`config.mk`:
```
export PLATFORM = sky130hd
export DESIGN_NAME = ula_exec_mc
export DESIGN_NICKNAME = d
export VERILOG_FILES = /design/src/rtl/ula_exec_mc.sv
export SDC_FILE = /design/constraint.sdc
export NUM_CORES = 1
export LEC_CHECK = 0
export BUFFER_PORTS_ARGS = -buffer_cell sky130_fd_sc_hd__buf_2
export CORE_AREA = 2 2 231 165
export CTS_BUF_LIST = sky130_fd_sc_hd__clkbuf_4
export DETAILED_ROUTE_END_ITERATION = 8
export DIE_AREA = 0 0 233 167
export GPL_TIMING_DRIVEN = 1
export PLACE_DENSITY = 0.39
export SETUP_SLACK_MARGIN = 0.02
export SLEW_MARGIN = 40
export SYNTH_ARGS = -nofsm -noshare
export SYNTH_HDL_FRONTEND = slang
export SYNTH_SLANG_ARGS = --single-unit
```
`constraint.sdc`:
```
create_clock -name clk -period 8 [get_ports clk]
set_clock_uncertainty 0.2 [all_clocks]
set_input_delay 0.8 -clock clk [delete_from_list [all_inputs] [get_ports clk]]
set_output_delay 0.8 -clock clk [all_outputs]
set_load 0.02 [all_outputs]
```
`src/rtl/ula_exec_mc.sv`:
```
// ula_exec_mc: multi-cycle execute-stage ALU with valid/ready handshakes.
//
// Sits between ID/EX and EX/MEM. ALU ops are decoded from the 3-bit
// ALUControl code produced by the ALU decoder. ADD/SUB/AND/OR/SLT and the
// unused codes finish one cycle after acceptance. SLL normally shifts one
// bit per cycle. Defining ULA_BARREL_SHIFT_EN makes SLL single-cycle as well,
// and removes the SHIFT state and its counter. Results are identical either
// way; only the latency differs.
//
// Ports:
//   clk        rising-edge clock
//   rst_n      asynchronous active-low reset
//   in_valid   operation presented
//   in_ready   block can accept an operation (low = pipeline stall)
//   ALUControl operation code
//   SrcA       operand A
//   SrcB       operand B (SrcB[SHAMT_W-1:0] is the SLL shift amount)
//   out_valid  result available
//   out_ready  downstream accepts result
//   ALUResult  registered result
//   Zero       registered, ALUResult == 0
//   illegal    registered, completed op used an unused code
module ula_exec_mc #(
    parameter int WIDTH   = 32,
    parameter int SHAMT_W = 5     // must equal $clog2(WIDTH)
) (
    input  logic               clk,
    input  logic               rst_n,
    input  logic               in_valid,
    output logic               in_ready,
    input  logic [2:0]         ALUControl,
    input  logic [WIDTH-1:0]   SrcA,
    input  logic [WIDTH-1:0]   SrcB,
    output logic               out_valid,
    input  logic               out_ready,
    output logic [WIDTH-1:0]   ALUResult,
    output logic               Zero,
    output logic               illegal
);

    localparam logic [2:0] OP_ADD = 3'b000;
    localparam logic [2:0] OP_SUB = 3'b001;
    localparam logic [2:0] OP_AND = 3'b010;
    localparam logic [2:0] OP_OR  = 3'b011;
    localparam logic [2:0] OP_SLT = 3'b101;
    localparam logic [2:0] OP_SLL = 3'b110;

    typedef enum logic [1:0] {
        IDLE  = 2'd0,
`ifndef ULA_BARREL_SHIFT_EN
        SHIFT = 2'd1,
`endif
        DONE  = 2'd2
    } state_e;

    state_e             state_q;
    logic [WIDTH-1:0]   result_q;
    logic               zero_q;
    logic               illegal_q;

    logic [SHAMT_W-1:0] shamt;
    logic [WIDTH-1:0]   res_d;
    logic               illegal_d;

    assign shamt = SrcB[SHAMT_W-1:0];

`ifndef ULA_BARREL_SHIFT_EN
    logic [WIDTH-1:0]   acc_q;
    logic [SHAMT_W-1:0] cnt_q;
    logic [WIDTH-1:0]   acc_d;

    assign acc_d = acc_q << 1;
`endif

    // Single-cycle result for the operation currently presented.
    always_comb begin
        res_d     = '0;
        illegal_d = 1'b0;
        case (ALUControl)
            OP_ADD:  res_d = SrcA + SrcB;
            OP_SUB:  res_d = SrcA - SrcB;
            OP_AND:  res_d = SrcA & SrcB;
            OP_OR:   res_d = SrcA | SrcB;
            OP_SLT:  res_d = {{(WIDTH-1){1'b0}}, ($signed(SrcA) < $signed(SrcB))};
`ifdef ULA_BARREL_SHIFT_EN
            OP_SLL:  res_d = SrcA << shamt;
`else
            // Only reaches DONE directly when the shift amount is zero.
            OP_SLL:  res_d = SrcA;
`endif
            default: illegal_d = 1'b1;   // 100 and 111 produce 0
        endcase
    end

    always_ff @(posedge clk or negedge rst_n) begin
        if (!rst_n) begin
            state_q   <= IDLE;
            result_q  <= '0;
            zero_q    <= 1'b0;
            illegal_q <= 1'b0;
`ifndef ULA_BARREL_SHIFT_EN
            acc_q     <= '0;
            cnt_q     <= '0;
`endif
        end else begin
            case (state_q)
                IDLE: begin
                    if (in_valid) begin
`ifndef ULA_BARREL_SHIFT_EN
                        if (ALUControl == OP_SLL && shamt != '0) begin
                            acc_q   <= SrcA;
                            cnt_q   <= shamt;
                            state_q <= SHIFT;
                        end else
`endif
                        begin
                            result_q  <= res_d;
                            zero_q    <= (res_d == '0);
                            illegal_q <= illegal_d;
                            state_q   <= DONE;
                        end
                    end
                end
`ifndef ULA_BARREL_SHIFT_EN
                SHIFT: begin
                    acc_q <= acc_d;
                    cnt_q <= cnt_q - SHAMT_W'(1);
                    // Last shift: publish the shifted value on this same edge.
                    if (cnt_q == SHAMT_W'(1)) begin
                        result_q  <= acc_d;
                        zero_q    <= (acc_d == '0);
                        illegal_q <= 1'b0;
                        state_q   <= DONE;
                    end
                end
`endif
                DONE: begin
                    if (out_ready) begin
                        state_q <= IDLE;
                    end
                end
                default: state_q <= IDLE;
            endcase
        end
    end

    assign in_ready  = (state_q == IDLE);
    assign out_valid = (state_q == DONE);
    assign ALUResult = result_q;
    assign Zero      = zero_q;
    assign illegal   = illegal_q;

endmodule

```
==> results.py, run 1 <==
metrics = {
    "power": {
        "ir_worst_vdd_mv": 0.06759,
        "internal_power_uw": 948.7,
        "comb_power_share": 0.520,
        "p_per_area_nw_per_um2": 184.9,
        "p_leak_uw": 0.004545,
        "p_seq_frac": 0.366,
        "clockPowerShare": 0.114,
        "p_sw_uw": 923.9,
        "p_sw_frac": 0.4934,
    },
    "floorplan": {
        "die_area_sq_um": 38910,
        "rows": 59,
        "die_h_microns": 167,
        "pin_count": 107,
        "initial_core_util": 0.2468,
        "fp.coreArea_sq_um": 36690,
        "die_w_microns": 233,
    },
    "placed_design": {
        "dp_hpwl_microns": 29690,
        "place.gp.congestion": 0.8862,
        "io_buffers": 106,
    },
    "setup_path": {
        "crit_start": "ALUControl[2]",
        "cp.arrival_ps": 5010,
        "endpoint_kind": "register",
        "required_ps": 8160,
        "critPathMaxStageDelay_ps": 810,
        "crit_chain": "buf_2 -> buf_4 -> nand2b_1 -> buf_4 -> o22ai_1 -> a2111oi_0 -> o2111ai_1 -> nor4_1 -> nand4_1 -> nor4_1 -> nand4_1 -> o31ai_2",
        "cp_top_family": "buffers and inverters",
        "worst-setup-path-type": "input pin to register",
        "critPathBufInv": 3,
        "slowest_stage": "a2111oi_0",
        "r2r_start": "cnt_q[1]",
        "cp-start-kind": "input pin",
        "path_max_fanout": 28,
    },
    "layout": {
        "fillers": 4073,
        "fin_nets": 1430,
        "n_antenna_cell": 0,
        "drive_gt1_frac": 0.1433,
        "fin_util": 0.2760,
        "area_growth_pct": 11.84,
        "register_area_sq_um": 1802,
        "multi_input_area_sq_um": 6573,
    },
    "outcome": {
        "status": "complete, no violations",
    },
    "grt": {
        "grt_pass1_wl_microns": 58520,
        "grt_pass1_vias": 9100,
        "track_usage": 0.1960,
        "grt_overflow": 0,
        "grt_max_degree": 85,
        "antenna_found_initial": 2,
    },
    "timing": {
        "slew_headroom": 0.4288,
        "rsz0062_at_grt": "false",
        "fin_crit_sh": 0.6058,
        "worst-slew-pin-transition_ps": 835.2,
        "hold_violations": 0,
        "max_freq_mhz": 206.3,
        "setup_viol": 0,
        "drv_slew": 0,
        "tns_ps": 0,
        "period_minus_slack_ps": 4846,
    },
    "synth": {
        "synth_flop_cell": "dfrtp_1",
        "yosys.cell_types.count": 87,
        "netlist.area_leader.share": 0.1990,
        "synth_area_leaders": "dfrtp_1 20%, ha_1 15%, nand2_1 6.1%",
        "synth_edf_count": 0,
        "netlist_area_sq_um": 9054,
        "async_reset_ff_frac": 1.000,
        "ys_seq_area_frac": 0.1990,
        "synth_seq_cells": 72,
        "yosysWarnings": 0,
        "syn_avg_cell_area_sq_um": 7.495,
        "ys_top_cells_by_count": "146 x nand2_1, 116 x nor2_1, 105 x ha_1",
        "syn-num-nets": 1386,
        "post-synth-top-count-cell": "nand2_1",
        "yosysTopAreaCell": "dfrtp_1",
        "synth_cells": 1208,
    },
    "routing": {
        "ant_nets": 0,
        "drt-initial-drc-count": 1030,
        "vias": 9547,
        "first_pass_iters": 6,
        "wire_per_inst_microns": 22.09,
        "wl_microns": 38530,
        "drcViolationCount": 0,
        "viasPerCell": 5.474,
    },
    "cts": {
        "cts_made_buffers": 9,
        "h-tree-depth": 3,
        "cts-root-buf": "clkbuf_4",
        "clockBufferDepth": 2,
        "post_cts_resized": 0,
        "tritoncts": "yes",
        "clock_sinks": 72,
        "cts_setup_buffers": 0,
        "cts_hold_buf": 0,
        "insertion_delay_ps": 440,
        "cts.reportedPaths.clkPinSlew_ps": 120,
    },
    "worst_hold_path": {
        "hold_class": "input pin to asynchronous set/reset pin",
    },
    "job": {
        "drv_cap": 0,
    },
}
-- layout by cell type (no fill, tap or decap), types with 7 or more instances in the layout --
| cell type | instances |
|---|---|
| ha_1 | 105 |
| inv_1 | 95 |
| nand2b_1 | 9 |
| a31oi_1 | 43 |
| nand4_1 | 17 |
| o21ai_0 | 36 |
| nor3_1 | 39 |
| and3_1 | 11 |
| a211oi_1 | 7 |
| mux2i_1 | 36 |
| o31ai_1 | 16 |
| clkbuf_4 | 14 |
| buf_2 | 105 |
| xnor2_1 | 10 |
| a21oi_1 | 71 |
| nor4_1 | 18 |
| o211ai_1 | 16 |
| a21o_1 | 13 |
| a221o_1 | 9 |
| o22ai_1 | 32 |
| o221ai_1 | 19 |
| nand3_1 | 27 |
| nor2b_1 | 11 |
| buf_4 | 9 |
| nor2_1 | 114 |
| dfrtp_1 | 72 |
| nand2_1 | 146 |
| or3_1 | 10 |
-- power groups by stage --
stage / Combinational [uW] / Clock [uW] / Sequential, uW
2_1_floorplan: 554 / 0 / 719
3_3_place_gp: 958 / 0 / 697
3_5_place_dp: 969 / 0 / 695
4_1_cts: 970 / 222 / 689
5_1_grt: 1070 / 238 / 710
6_report: 973 / 214 / 686
-- state kept, by name, summed over array words and instances (netlist names) --
| register | cells |
|---|---|
| state_q | 2 |
| illegal | 1 |
| cnt_q | 5 |
| ALUResult | 32 |
| Zero | 1 |
| acc_q | 31 |
-- logic make-up (layout without fill, tap and decap cells) --
group / Yosys count / after routing / share of synthesized area
and+or+nand+nor: 439 / 439 / 0.2316
AOI/OAI and AO/OA: 358 / 358 / 0.2839
buffers and inverters: 181 / 229 / 0.07863
adders and majority gates: 107 / 107 / 0.1495
DFF: 72 / 72 / 0.1990
muxes: 41 / 41 / 0.04768
xor gates and xnor gates: 10 / 10 / 0.009673
-- through the flow --
step           instances  cell area, sq um  power (uW)  worst slack, ps  hold slack [ps]
6_report            1744             10130        1873             3154            163.4
5_1_grt             1744             10130        2023             2974            172.8
4_1_cts             1744             10120        1881             3241            171.5
3_5_place_dp        1729             10010        1664             2777            270.5
3_3_place_gp        1727              9946        1654             2876            258.2
2_1_floorplan       1208              9054        1273             4159            304.4
-- layout make-up --
| cell class | count | share of cell area |
|---|---|---|
| clock buffer | 14 | 0.01038 |
| clock inverter | 1 | 0.0004943 |
| inverter | 96 | 0.03559 |
| multi-input combinational | 955 | 0.6491 |
| sequential | 72 | 0.1779 |
| tap | 488 | 0.06030 |
| timing repair buffer | 118 | 0.06623 |
-- worst paths after layout --
path | to | slack [ps] | depth (start not counted)
worst min-delay path | cnt_q[0] | 160 | 1
max in group asynchronous | ALUResult[5] | 6920 | 1
min in group clk | ALUResult[25] | 290 | 2
worst min register to register | ALUResult[25] | 290 | 2
worst max register to register | Zero | 3870 | 14
worst max-delay path | Zero | 3150 | 12
-- layer usage --
metal  part of all wire  wire, microns  global-route usage  vias to the layer above
met5            0.00055             21                   0                        -
met4             0.0087            335             0.02465                        4
met3              0.066           2559             0.03185                       29
met2               0.39          15010              0.2638                      341
met1               0.53          20600              0.3227                     4671
li1                   -              -                   -                     4502
Note: power is estimated with default switching activity, not from simulation.
==> run 2: changes to the inputs <==
--- a/config.mk
+++ b/config.mk
@@ -5,13 +5,14 @@
 export SDC_FILE = /design/constraint.sdc
 export NUM_CORES = 1
 export LEC_CHECK = 0
+export ABC_AREA = 1
 export BUFFER_PORTS_ARGS = -buffer_cell sky130_fd_sc_hd__buf_2
-export CORE_AREA = 2 2 231 165
+export CORE_AREA = 2 2 246 175
 export CTS_BUF_LIST = sky130_fd_sc_hd__clkbuf_4
 export DETAILED_ROUTE_END_ITERATION = 8
-export DIE_AREA = 0 0 233 167
+export DIE_AREA = 0 0 248 177
 export GPL_TIMING_DRIVEN = 1
-export PLACE_DENSITY = 0.39
+export PLACE_DENSITY = 0.41
 export SETUP_SLACK_MARGIN = 0.02
 export SLEW_MARGIN = 40
 export SYNTH_ARGS = -nofsm -noshare
==> constraint.sdc (replaced) <==
create_clock -name clk -period 4.45 [get_ports clk]
set_clock_uncertainty 0.2 [all_clocks]
set_input_delay 0.445 -clock clk [delete_from_list [all_inputs] [get_ports clk]]
set_output_delay 0.445 -clock clk [all_outputs]
set_load 0.02 [all_outputs]
==> results.py, run 2 <==
metrics = {
    "outcome": {
        "status": "complete, no violations",
    },
    "cts": {
        "cts-root-buf": "clkbuf_4",
        "cts.reportedPaths.clkPinSlew_ps": 160,
        "post_cts_resized": 0,
        "tritoncts": "yes",
        "clockBufferDepth": 2,
        "insertion_delay_ps": 480,
        "cts_setup_buffers": 0,
        "clock_sinks": 72,
        "h-tree-depth": 3,
        "cts_made_buffers": 9,
    },
    "timing": {
        "rsz0062_at_grt": "false",
        "max_freq_mhz": 311.6,
        "hold_violations": 0,
        "fin_crit_sh": 0.7212,
        "period_minus_slack_ps": 3209,
        "worst-slew-pin-transition_ps": 805.1,
        "tns_ps": 0,
        "setup_ws_ps": 1241,
        "slew_headroom": 0.4626,
        "whs_ps": 76.83,
        "drv_slew": 0,
        "setup_viol": 0,
    },
    "synth": {
        "synth_edf_count": 0,
        "syn-num-nets": 1921,
        "netlist.area_leader.share": 0.1901,
        "async_reset_ff_frac": 1.000,
        "netlist_area_sq_um": 10280,
        "synth_area_leaders": "nand2_1 19%, dfrtp_1 18%, ha_1 13%",
        "synth_cells": 1743,
        "ys_seq_area_frac": 0.1752,
        "syn_avg_cell_area_sq_um": 5.901,
        "yosys.cell_types.count": 50,
        "synth_flop_cell": "dfrtp_1",
        "ys_top_cells_by_count": "521 x nand2_1, 267 x inv_1, 178 x nor2_1",
        "synth_seq_cells": 72,
        "yosysWarnings": 0,
        "post-synth-top-count-cell": "nand2_1",
        "yosysTopAreaCell": "nand2_1",
    },
    "floorplan": {
        "rows": 63,
        "fp.coreArea_sq_um": 41700,
        "die_w_microns": 248,
        "die_h_microns": 177,
        "initial_core_util": 0.2466,
        "pin_count": 107,
        "die_area_sq_um": 43900,
    },
    "setup_path": {
        "cp_common_cell": "nand2_1",
        "slowest_stage": "fa_1",
        "cp.arrival_ps": 3440,
        "path_max_fanout": 5,
        "endpoint_kind": "register",
        "crit_chain": "buf_2 -> ha_1 -> fa_1 -> nand3_1 -> nand3_2 -> nand2_1 -> nand2_1 -> nand2_1 -> nand2_1 -> nand2_1 -> nand3_1 -> nand3_1 -> nand2_1 -> nor2_1 -> nand2_1 -> nor2_1 -> nand3_2 -> a21oi_2",
        "cp_top_family": "simple AND/OR/NAND/NOR gates",
        "cp-start-kind": "input pin",
        "critPathBufInv": 1,
        "critPathMaxStageDelay_ps": 530,
        "worst-setup-path-type": "input pin to register",
        "required_ps": 4680,
    },
    "routing": {
        "vias": 11510,
        "wire_per_inst_microns": 19.64,
        "drt-initial-drc-count": 995,
        "first_pass_iters": 5,
        "viasPerCell": 4.863,
        "ant_nets": 0,
        "wl_microns": 46470,
        "drcViolationCount": 0,
    },
    "grt": {
        "grt_pass1_vias": 10520,
        "track_usage": 0.2099,
        "grt_overflow": 0,
        "grt_pass1_wl_microns": 67900,
        "grt_max_degree": 73,
        "antenna_found_initial": 2,
    },
    "placed_design": {
        "pre_cts_ws_ps": 797.0,
        "dp_hpwl_microns": 38350,
        "place.gp.congestion": 0.9203,
        "io_buffers": 106,
        "placed_cell_area_sq_um": 11240,
    },
    "power": {
        "p_leak_uw": 0.006120,
        "p_per_area_nw_per_um2": 348.5,
        "ir_worst_vdd_mv": 0.2643,
    },
    "layout": {
        "final_common_cell": "nand2_1",
        "largest_reg_flops": 32,
        "drive_gt1_frac": 0.1329,
        "finalInstanceArea_sq_um": 11420,
        "mostFrequentLayoutCells": "520 x nand2_1, 267 x inv_1, 178 x nor2_1, 142 x nand3_1",
        "area_growth_pct": 11.05,
        "fin_nets": 1986,
    },
    "worst_hold_path": {
        "hold_class": "input pin to register",
    },
    "job": {
        "drv_cap": 0,
    },
}
[run 2: path summary, 6_finish.rpt]
path / startpoint / slack (ps) / endpoint / depth (start not counted)
max: SrcA[0] / 1240 / Zero / 18
min: SrcA[29] / 80 / acc_q[29] / 3
max reg2reg: state_q[0] / 1780 / ALUResult[29] / 11
min reg2reg: ALUResult[2] / 300 / ALUResult[2] / 2
max in group asynchronous: rst_n / 3190 / ALUResult[29] / 2
min in group asynchronous: rst_n / 360 / acc_q[30] / 2
[run 2: cells by family (layout without fill, tap and decap cells)]
family | count (synthesis) | count (layout) | synth area share
adders and majority gates | 107 | 107 | 0.1316
xor gates and xnor gates | 1 | 1 | 0.0008517
and+or+nand+nor | 962 | 962 | 0.4063
buffers and inverters | 362 | 432 | 0.1473
other | 0 | 1 | 0
DFF | 72 | 72 | 0.1752
AOI/OAI and AO/OA | 239 | 239 | 0.1387
[run 2: routing by layer]
layer  global-route usage  vias up  wire length [microns]
li1                     -     5663                      -
met1               0.3441     5442                  24860
met2               0.2846      369                  17740
met3              0.02426       32                   3271
met4              0.03942        0                    595
met5                    0        -                      0
[run 2: tightest hold or removal path, cell delays in order]
cell and delay [ps]:
buf_2 130, nand2_1 90, a31oi_1 80
[run 2: stage by stage]
stage            util  power (uW)  cells
2_1_floorplan       -        2681   1743
3_3_place_gp   0.2692        3469   2347
3_5_place_dp   0.2696        3467   2347
4_1_cts        0.2738        3992   2365
5_1_grt        0.2739        4319   2366
6_report       0.2739        3980   2366
[run 2: cell type report]
class | instances | area (sq um)
diodes | 1 | 2.502
repair buffers | 118 | 656.9
multi-input cells | 1309 | 6992
fillers | 4792 | 30280
well taps | 552 | 690.7
clock inverters | 6 | 82.58
inverters | 298 | 1120
clock buffers | 10 | 75.07
flip-flops and latches | 72 | 1802
[run 2: repair_timing]
action | CTS | global route
endpoints found under the hold margin | 73 | 0
hold buffers | 2 | 0
setup endpoints to repair | 0 | 0
[run 2: report_power, final]
part           internal (uW)  switching (uW)
logic                    708            1580
registers                956             229
clock network            233             274
total                   1900            2080
==> run 3: changes to the inputs <==
==> constraint.sdc (replaced) <==
create_clock -name clk -period 2.8 [get_ports clk]
set_clock_uncertainty 0.2 [all_clocks]
set_input_delay 0.28 -clock clk [delete_from_list [all_inputs] [get_ports clk]]
set_output_delay 0.28 -clock clk [all_outputs]
set_load 0.02 [all_outputs]
==> results.py, run 3 (synthesis gave the netlist of run 2 again) <==
metrics = {
    "routing": {
        "drt-initial-drc-count": 1134,
        "wire_per_inst_microns": 18.30,
        "ant_nets": 0,
        "vias": 12640,
        "viasPerCell": 4.735,
        "drcViolationCount": 0,
        "first_pass_iters": 7,
        "dr_wl_met2_microns": 18880,
        "dr.max_layer_used": "met4",
        "wl_microns": 48870,
        "wl_met3_microns": 3852,
        "m1WireLength_microns": 25710,
    },
    "outcome": {
        "status": "complete, no violations",
    },
    "setup_path": {
        "endpoint_kind": "register",
        "cp-start-kind": "input pin",
        "cp.arrival_ps": 2910,
        "required_ps": 2990,
        "path_max_fanout": 11,
        "crit_chain": "dlygate4sd3_1 -> buf_2 -> inv_2 -> nand2_1 -> inv_1 -> nand2_1 -> nor2_1 -> nor2_1 -> nand2_1 -> nor2_1 -> nand3_1 -> nor2_1 -> nand3_1 -> nor2_2 -> nand3_2 -> a21oi_2",
        "worst-setup-path-type": "input pin to register",
        "critPathMaxStageDelay_ps": 530,
        "slowest_stage": "dlygate4sd3_1",
        "cp_common_cell": "nor2_1",
    },
    "power": {
        "p_per_area_nw_per_um2": 488.5,
        "p_leak_uw": 0.007583,
        "ir_worst_vdd_mv": 0.5031,
    },
    "floorplan": {
        "die_w_microns": 248,
        "die_area_sq_um": 43900,
        "die_h_microns": 177,
        "pin_count": 107,
        "fp.coreArea_sq_um": 41700,
        "initial_core_util": 0.2466,
        "rows": 63,
    },
    "cts": {
        "cts-root-buf": "clkbuf_4",
        "clock_sinks": 72,
        "clockBufferDepth": 2,
        "insertion_delay_ps": 440,
        "h-tree-depth": 3,
        "cts.reportedPaths.clkPinSlew_ps": 140,
        "tritoncts": "yes",
        "cts_made_buffers": 9,
    },
    "layout": {
        "fin_util": 0.3308,
        "drive_gt1_frac": 0.2670,
        "mostFrequentLayoutCells": "517 x nand2_1, 309 x buf_4, 267 x inv_1, 172 x nor2_1, 139 x nand3_1",
        "final_common_cell": "nand2_1",
        "largest_reg_flops": 32,
        "fin_nets": 2290,
        "area_growth_pct": 34.12,
    },
    "timing": {
        "setup_ws_ps": 79.35,
        "hold_violations": 0,
        "fin_crit_sh": 0.9717,
        "drv_slew": 0,
        "setup_viol": 0,
        "slew_headroom": 0.5357,
        "max_freq_mhz": 367.6,
        "whs_ps": 51.47,
        "tns_ps": 0,
        "worst-slew-pin-transition_ps": 696.5,
        "period_minus_slack_ps": 2721,
        "rsz0062_at_grt": "true",
    },
    "placed_design": {
        "pre_cts_ws_ps": -487.2,
        "dp_hpwl_microns": 41730,
        "place.gp.congestion": 0.9531,
        "io_buffers": 106,
    },
    "worst_hold_path": {
        "hold_class": "input pin to register",
    },
    "grt": {
        "grt_pass1_wl_microns": 72660,
        "track_usage": 0.2219,
        "grt_pass1_vias": 11890,
        "grt_max_degree": 73,
        "antenna_found_initial": 1,
        "grt_overflow": 0,
    },
    "job": {
        "drv_cap": 0,
    },
}
==> run 3: layout make-up <==
| class | count | area, sq um |
|---|---|---|
| Antenna cell | 2 | 5.005 |
| Inverter | 298 | 1121 |
| Fill cell | 4703 | 27900 |
| Clock inverter | 6 | 85.08 |
| Tap cell | 552 | 690.7 |
| Timing Repair Buffer | 422 | 2967 |
| Sequential cell | 72 | 1802 |
| Multi-Input combinational cell | 1309 | 7057 |
| Clock buffer | 9 | 67.56 |
==> run 3: critical path: cells and delay by family <==
kind / cells / cell delay, ps
compound gates: 1 / 110
simple gates: 11 / 1430
buf+inv: 4 / 1080
==> run 3: power by group <==
| part | switching, uW | internal [uW] |
|---|---|---|
| combinational | 2590 | 1540 |
| clock | 396 | 354 |
| sequential | 338 | 1520 |
| total | 3330 | 3410 |
==> run 3: path summary, 6_finish.rpt <==
path / start / end / slack [ps] / depth (start not counted)
worst max register to register: state_q[0] / Zero / 710 / 13
worst max-delay path: ALUControl[2] / Zero / 80 / 16
worst min register to register: ALUResult[31] / ALUResult[31] / 300 / 2
worst min-delay path: SrcA[28] / acc_q[28] / 50 / 4
min in group asynchronous: rst_n / cnt_q[0] / 220 / 2
max in group asynchronous: rst_n / ALUResult[26] / 1680 / 2
==> run 3: routing by layer <==
layer | up-vias | track usage
met3 | 23 | 0.01910
met1 | 5883 | 0.3642
li1 | 6275 | -
met2 | 462 | 0.3101
met4 | 0 | 0.03119
met5 | - | 0
==> run 3: timing repair <==
action | CTS | global route
setup endpoints to repair | 1 | 14
hold buffers | 3 | 0
hold endpoints to repair | 74 | 0
resized for setup | 1 | 28
pin swaps | 0 | 1
buffers inserted | 0 | 0
==> run 3: through the flow <==
step                area [sq um]  total power [uW]  cells
floorplan                  10280              4261   1743
finish                     13790              6739   2670
global route               13790              7311   2669
CTS                        13710              6725   2668
detailed placement         13530              5949   2650
global placement           13530              5934   2650
